===== config.mk =====
export PLATFORM = sky130hd
export DESIGN_NAME = mem_port_arbiter
export DESIGN_NICKNAME = d
export VERILOG_FILES = /design/src/rtl/mem_port_arbiter.sv
export SDC_FILE = /design/constraint.sdc
export NUM_CORES = 1
export LEC_CHECK = 0
export CAP_MARGIN = 0
export CORE_AREA = 2 2 89 91
export DETAILED_ROUTE_END_ITERATION = 12
export DIE_AREA = 0 0 91 93
export PLACE_DENSITY = 0.72
export SLEW_MARGIN = 15
export SYNTH_ARGS = -nofsm -noshare
export SYNTH_HDL_FRONTEND = slang
export SYNTH_SLANG_ARGS = --single-unit

===== constraint.sdc =====
create_clock -name clk -period 1.8 [get_ports clk]
set_clock_uncertainty 0.05 [all_clocks]
set_input_delay 0.18 -clock clk [delete_from_list [all_inputs] [get_ports clk]]
set_output_delay 0.18 -clock clk [all_outputs]
set_load 0.01 [all_outputs]

===== src/rtl/mem_port_arbiter.sv =====
// ---------------------------------------------------------------------------
// mem_port_arbiter
//   Shares one single-ported, fixed-latency memory between the instruction
//   fetch requester (IF) and the data access requester (MEM stage). Each
//   access is held on the memory pins for LATENCY cycles. A down-counter
//   tracks the access, and the arbiter always returns to IDLE for one
//   turnaround cycle between accesses. Data accesses win over fetches
//   because the MEM-stage instruction is the older one.
//
// Ports
//   clk, rst        : rising-edge clock, asynchronous active-low reset
//   if_req/if_addr  : fetch request and address (held until done or flush)
//   if_flush        : cancels the outstanding fetch (branch redirect)
//   if_rdata/if_done: fetched word, valid during the one-cycle done pulse
//   if_stall        : fetch stage must hold
//   dm_rd/dm_wr     : data read/write request (held until dm_done)
//   dm_addr/dm_wdata: data address and write data
//   dm_rdata/dm_done: read data, valid during the one-cycle done pulse
//   dm_err          : misaligned data access, pulses together with dm_done
//   dm_stall        : MEM stage must hold
//   mem_*           : memory interface (enable, write, address, data)
// ---------------------------------------------------------------------------
module mem_port_arbiter #(
  parameter int unsigned LATENCY = 4,
  parameter int unsigned AW      = 16,
  parameter int unsigned DW      = 16
) (
  input  logic          clk,
  input  logic          rst,
  input  logic          if_req,
  input  logic [AW-1:0] if_addr,
  input  logic          if_flush,
  output logic [DW-1:0] if_rdata,
  output logic          if_done,
  output logic          if_stall,
  input  logic          dm_rd,
  input  logic          dm_wr,
  input  logic [AW-1:0] dm_addr,
  input  logic [DW-1:0] dm_wdata,
  output logic [DW-1:0] dm_rdata,
  output logic          dm_done,
  output logic          dm_err,
  output logic          dm_stall,
  output logic          mem_en,
  output logic          mem_wr,
  output logic [AW-1:0] mem_addr,
  output logic [DW-1:0] mem_wdata,
  input  logic [DW-1:0] mem_rdata
);

  typedef enum logic [1:0] {IDLE, BUSY_I, BUSY_D, ERR_D} state_e;

  // The counter is loaded with LATENCY-1 so it reaches zero in the final
  // cycle of the access.
  localparam logic [3:0] CntLoad = 4'(LATENCY - 1);

  state_e        state_q, state_d;
  logic [3:0]    cnt_q, cnt_d;
  logic [AW-1:0] h_addr_q, h_addr_d;
  logic [DW-1:0] h_wdata_q, h_wdata_d;
  logic          h_wr_q, h_wr_d;
  logic          kill_q, kill_d;

  logic dmAny;
  logic busy;
  logic lastCycle;

  assign dmAny     = dm_rd | dm_wr;
  assign busy      = (state_q == BUSY_I) || (state_q == BUSY_D);
  assign lastCycle = busy && (cnt_q == 4'd0);

  // State register: FSM state, countdown and holding registers. Reset is
  // asynchronous so the memory enable drops without waiting for a clock edge.
  always_ff @(posedge clk or negedge rst) begin
    if (!rst) begin
      state_q   <= IDLE;
      cnt_q     <= 4'd0;
      h_addr_q  <= '0;
      h_wdata_q <= '0;
      h_wr_q    <= 1'b0;
      kill_q    <= 1'b0;
    end else begin
      state_q   <= state_d;
      cnt_q     <= cnt_d;
      h_addr_q  <= h_addr_d;
      h_wdata_q <= h_wdata_d;
      h_wr_q    <= h_wr_d;
      kill_q    <= kill_d;
    end
  end

  // Next-state logic: one arbitration decision per IDLE cycle, data first.
  // A request with both rd and wr set is captured as a write. Request
  // inputs are only looked at in IDLE; during an access the holding
  // registers drive the memory.
  always_comb begin
    state_d   = state_q;
    cnt_d     = cnt_q;
    h_addr_d  = h_addr_q;
    h_wdata_d = h_wdata_q;
    h_wr_d    = h_wr_q;
    kill_d    = kill_q;
    case (state_q)
      IDLE: begin
        kill_d = 1'b0;
        if (dmAny) begin
          if (dm_addr[0]) begin
            state_d = ERR_D;
          end else begin
            state_d   = BUSY_D;
            cnt_d     = CntLoad;
            h_addr_d  = dm_addr;
            h_wdata_d = dm_wdata;
            h_wr_d    = dm_wr;
          end
        end else if (if_req && !if_flush) begin
          state_d  = BUSY_I;
          cnt_d    = CntLoad;
          h_addr_d = if_addr;
          h_wr_d   = 1'b0;
        end
      end
      BUSY_I, BUSY_D: begin
        if (cnt_q == 4'd0) begin
          state_d = IDLE;
          kill_d  = 1'b0;
        end else begin
          cnt_d = cnt_q - 4'd1;
          // A flushed fetch still runs to completion on the memory, but
          // its result must not be delivered.
          if ((state_q == BUSY_I) && if_flush) begin
            kill_d = 1'b1;
          end
        end
      end
      ERR_D:   state_d = IDLE;
      default: state_d = IDLE;
    endcase
  end

  // Output logic: memory pins come straight from the holding registers while
  // busy and are zero otherwise. Completion pulses fire in the final cycle.
  always_comb begin
    mem_en    = busy;
    mem_wr    = busy & h_wr_q;
    mem_addr  = busy ? h_addr_q : '0;
    mem_wdata = busy ? h_wdata_q : '0;
    dm_done   = 1'b0;
    dm_err    = 1'b0;
    dm_rdata  = '0;
    if_done   = 1'b0;
    if_rdata  = '0;
    if (state_q == ERR_D) begin
      dm_done = 1'b1;
      dm_err  = 1'b1;
    end
    if (lastCycle && (state_q == BUSY_D)) begin
      dm_done = 1'b1;
      if (!h_wr_q) begin
        dm_rdata = mem_rdata;
      end
    end
    if (lastCycle && (state_q == BUSY_I) && !kill_q && !if_flush) begin
      if_done  = 1'b1;
      if_rdata = mem_rdata;
    end
  end

  assign dm_stall = dmAny & ~dm_done;
  assign if_stall = if_req & ~if_done & ~if_flush;

endmodule


==> results <==
-- layout by cell type (no fill, tap or decap), drive strengths merged, types with 6 or more instances in the layout --
cell,count
buf,110
clkdlybuf4s50,65
and2,64
mux2,47
dfrtp,40
clkbuf,12
inv,8
clkdlybuf4s15,6
ha,6
-- kinds of logic after synthesis --
logic type	share of synthesized area
AND/OR/NAND/NOR	0.244
multiplexers	0.221
flip-flops	0.392
AO/OA/AOI/OAI	0.0741
buffers and inverters	0.0397
adder cells (fa/ha/maj)	0.0294
-- per-layer routing --
| metal | vias up | track usage | share of wire |
|---|---|---|---|
| li1 | 1204 | - | - |
| met2 | 92 | 0.340 | 0.52 |
| met4 | 0 | 0.0480 | 0.014 |
| met5 | - | 0 | 0 |
| met1 | 1232 | 0.222 | 0.41 |
| met3 | 10 | 0.0330 | 0.051 |
-- through the flow --
step                      power, mW  setup WS [ps]  setup TNS [ps]  hold slack, ps  cell area (um2)
final                          6.45           -378          -11520             234             4580
after global routing           6.89           -469          -17060             266             4580
after CTS                      6.42           -388          -13470             237             4530
after detailed placement       5.89           -442          -25190            18.8             4440
after global placement         5.81           -349          -22730            17.5             4440
after floorplan                3.76           2.14               0            -166             2630
-- worst max-delay path, cell delays in order (launching register included) --
cell and delay (ps):
dfrtp_1 370, inv_2 60, ha_4 280, nand4bb_4 150, nor3b_4 240, buf_2 160, buf_6 100, buf_6 80
and2_4 130, buf_6 90
-- layout make-up --
type	count	area share
Tap cell	102	0.0279
Multi-Input combinational cell	175	0.347
Timing Repair Buffer	194	0.382
Clock buffer	5	0.0150
Sequential cell	40	0.219
Clock inverter	2	0.00273
Inverter	8	0.00656
-- state kept, by name, indices dropped and copies added (netlist names) --
name / count
kill_q: 1
h_wr_q: 1
state_q: 2
cnt_q: 4
h_wdata_q: 16
h_addr_q: 16
-- path summary, 6_finish.rpt --
check | cells after the start | endpoint
min in group clk | 3 | h_wr_q
max | 9 | dm_rdata[12]
min reg2reg | 1 | h_addr_q[15]
max reg2reg | 7 | cnt_q[2]
max in group asynchronous | 3 | h_addr_q[7]
min | 2 | h_wdata_q[10]
-- power breakdown --
group | switching, mW | leakage (nW) | internal [mW] | total, mW
Sequential | 0.220 | 0.478 | 1.35 | 1.57
Combinational | 1.86 | 1.62 | 2.43 | 4.30
Clock | 0.316 | 0.0400 | 0.263 | 0.579
-- what timing repair did --
action | CTS | global route
pin swaps | 22 | 12
hold buffers | 1 | 0
cloned | 3 | 1
hold endpoints to repair | 10 | 0
gates resized for setup | 295 | 34
setup buffers | 9 | 2
setup endpoints to repair | 91 | 82
==> reports/qor.txt <==
Rows - 32
Outcome - finished, violations left
Max-cap violations - 0
First-pass GRT wire length - 12700 um
Total gr overflow - 0
Yosys reg bits - 40
Top post-synthesis cells by area - dfrtp_1 39%, mux2_2 17%, and2_1 16%
I/O pin count - 141
Syn Nets - 314
Leak Pwr - 2.14 nW
Clock sinks - 40
Synth unique cells - 40
Worst-Skew Late Latency - 290 ps
Worst-margin pin slew - 376 ps
Final HPWL DP - 5800 um
Violated checks - setup timing
Post-synthesis sequential area ratio - 0.392
Synth top area share - 0.392
CP arrival - 1950 ps
Post-DRT Antenna Nets - 0
I/O Buffers - 140
Fmax - 459 MHz
# nets final - 500
Final WL - 7910 um
Die Y - 93 um
Initial DRT Pass Iterations - 4
Flop-to-flop setup slack - -140 ps
Vias per inst - 4.83
Initial Util - 0.339
Clock slew at reported path FFs - 80 ps
DR iter-0 viols - 145
Reg area - 0.00100 mm2
Number of flops mapped to enable cells by yosys - 0
Total clock buffers created by CTS - 5
Inserted Diodes - 0
Max_slew headroom - 0.747
PwrDens - 1410 mW/mm2
FF-to-FF Start - state_q[1]
Endpoints failing setup - 48
Most common flop cell mapped by yosys - dfrtp_1
Final worst setup slack - -378 ps
Final Hold Fails - 0
CP Launch Type - flop
Async SR Flop Fraction - 1.00
Crit Path Category - flop to primary output
Fin. max-slew vios - 0
Multi-input logic area - 0.00159 mm2
Critical Path Fanout Max - 3
TritonCTS clock tree - yes
CP Launch Point - state_q[0]
Final Critical Period - 2180 ps
Worst hold path type - input port to asynchronous set/reset pin
Cells after Synth - 238
Die Wd - 91 um
Top-count cell post-synth - and2_1
Total GRT Usage - 0.185
Leading area contributor after synthesis - dfrtp_1
DRC Markers - 0
Wire per inst - 15.0 um
DR vias - 2538
Vias in the first global route - 2609
Share of cells above drive strength 1 - 0.507
Unrepaired setup endpoints after global routing - yes
Crit share post-route - 1.21
Area growth, synth to finish - 79.5%
Most frequent cells after synthesis - 64 x and2_1, 40 x dfrtp_1, 38 x mux2_2
Max H-tree Level - 2
Clk buf depth - 2
Largest net degree at the start of global routing - 17
Root buf cell - clkbuf_8
Final cell count without fillers - 526
Yosys warns - 0
Core Footprint - 0.00753 mm2
DIE AREA - 0.00846 mm2
Final Util - 0.608
Final RePlAce weighted congestion - 0.894
Maximum vdd drop - 0.685 mV
Filler Cell Count - 647
Initial antenna violation count - 0
Netlist Area Pre-Place - 0.00255 mm2
Critical Path RT - 1570 ps
Dpl cells - 506
CP endpoint kind - primary output
Avg Cell Area, Syn - 10.7 um2
Note: power is estimated with default switching activity, not from simulation.
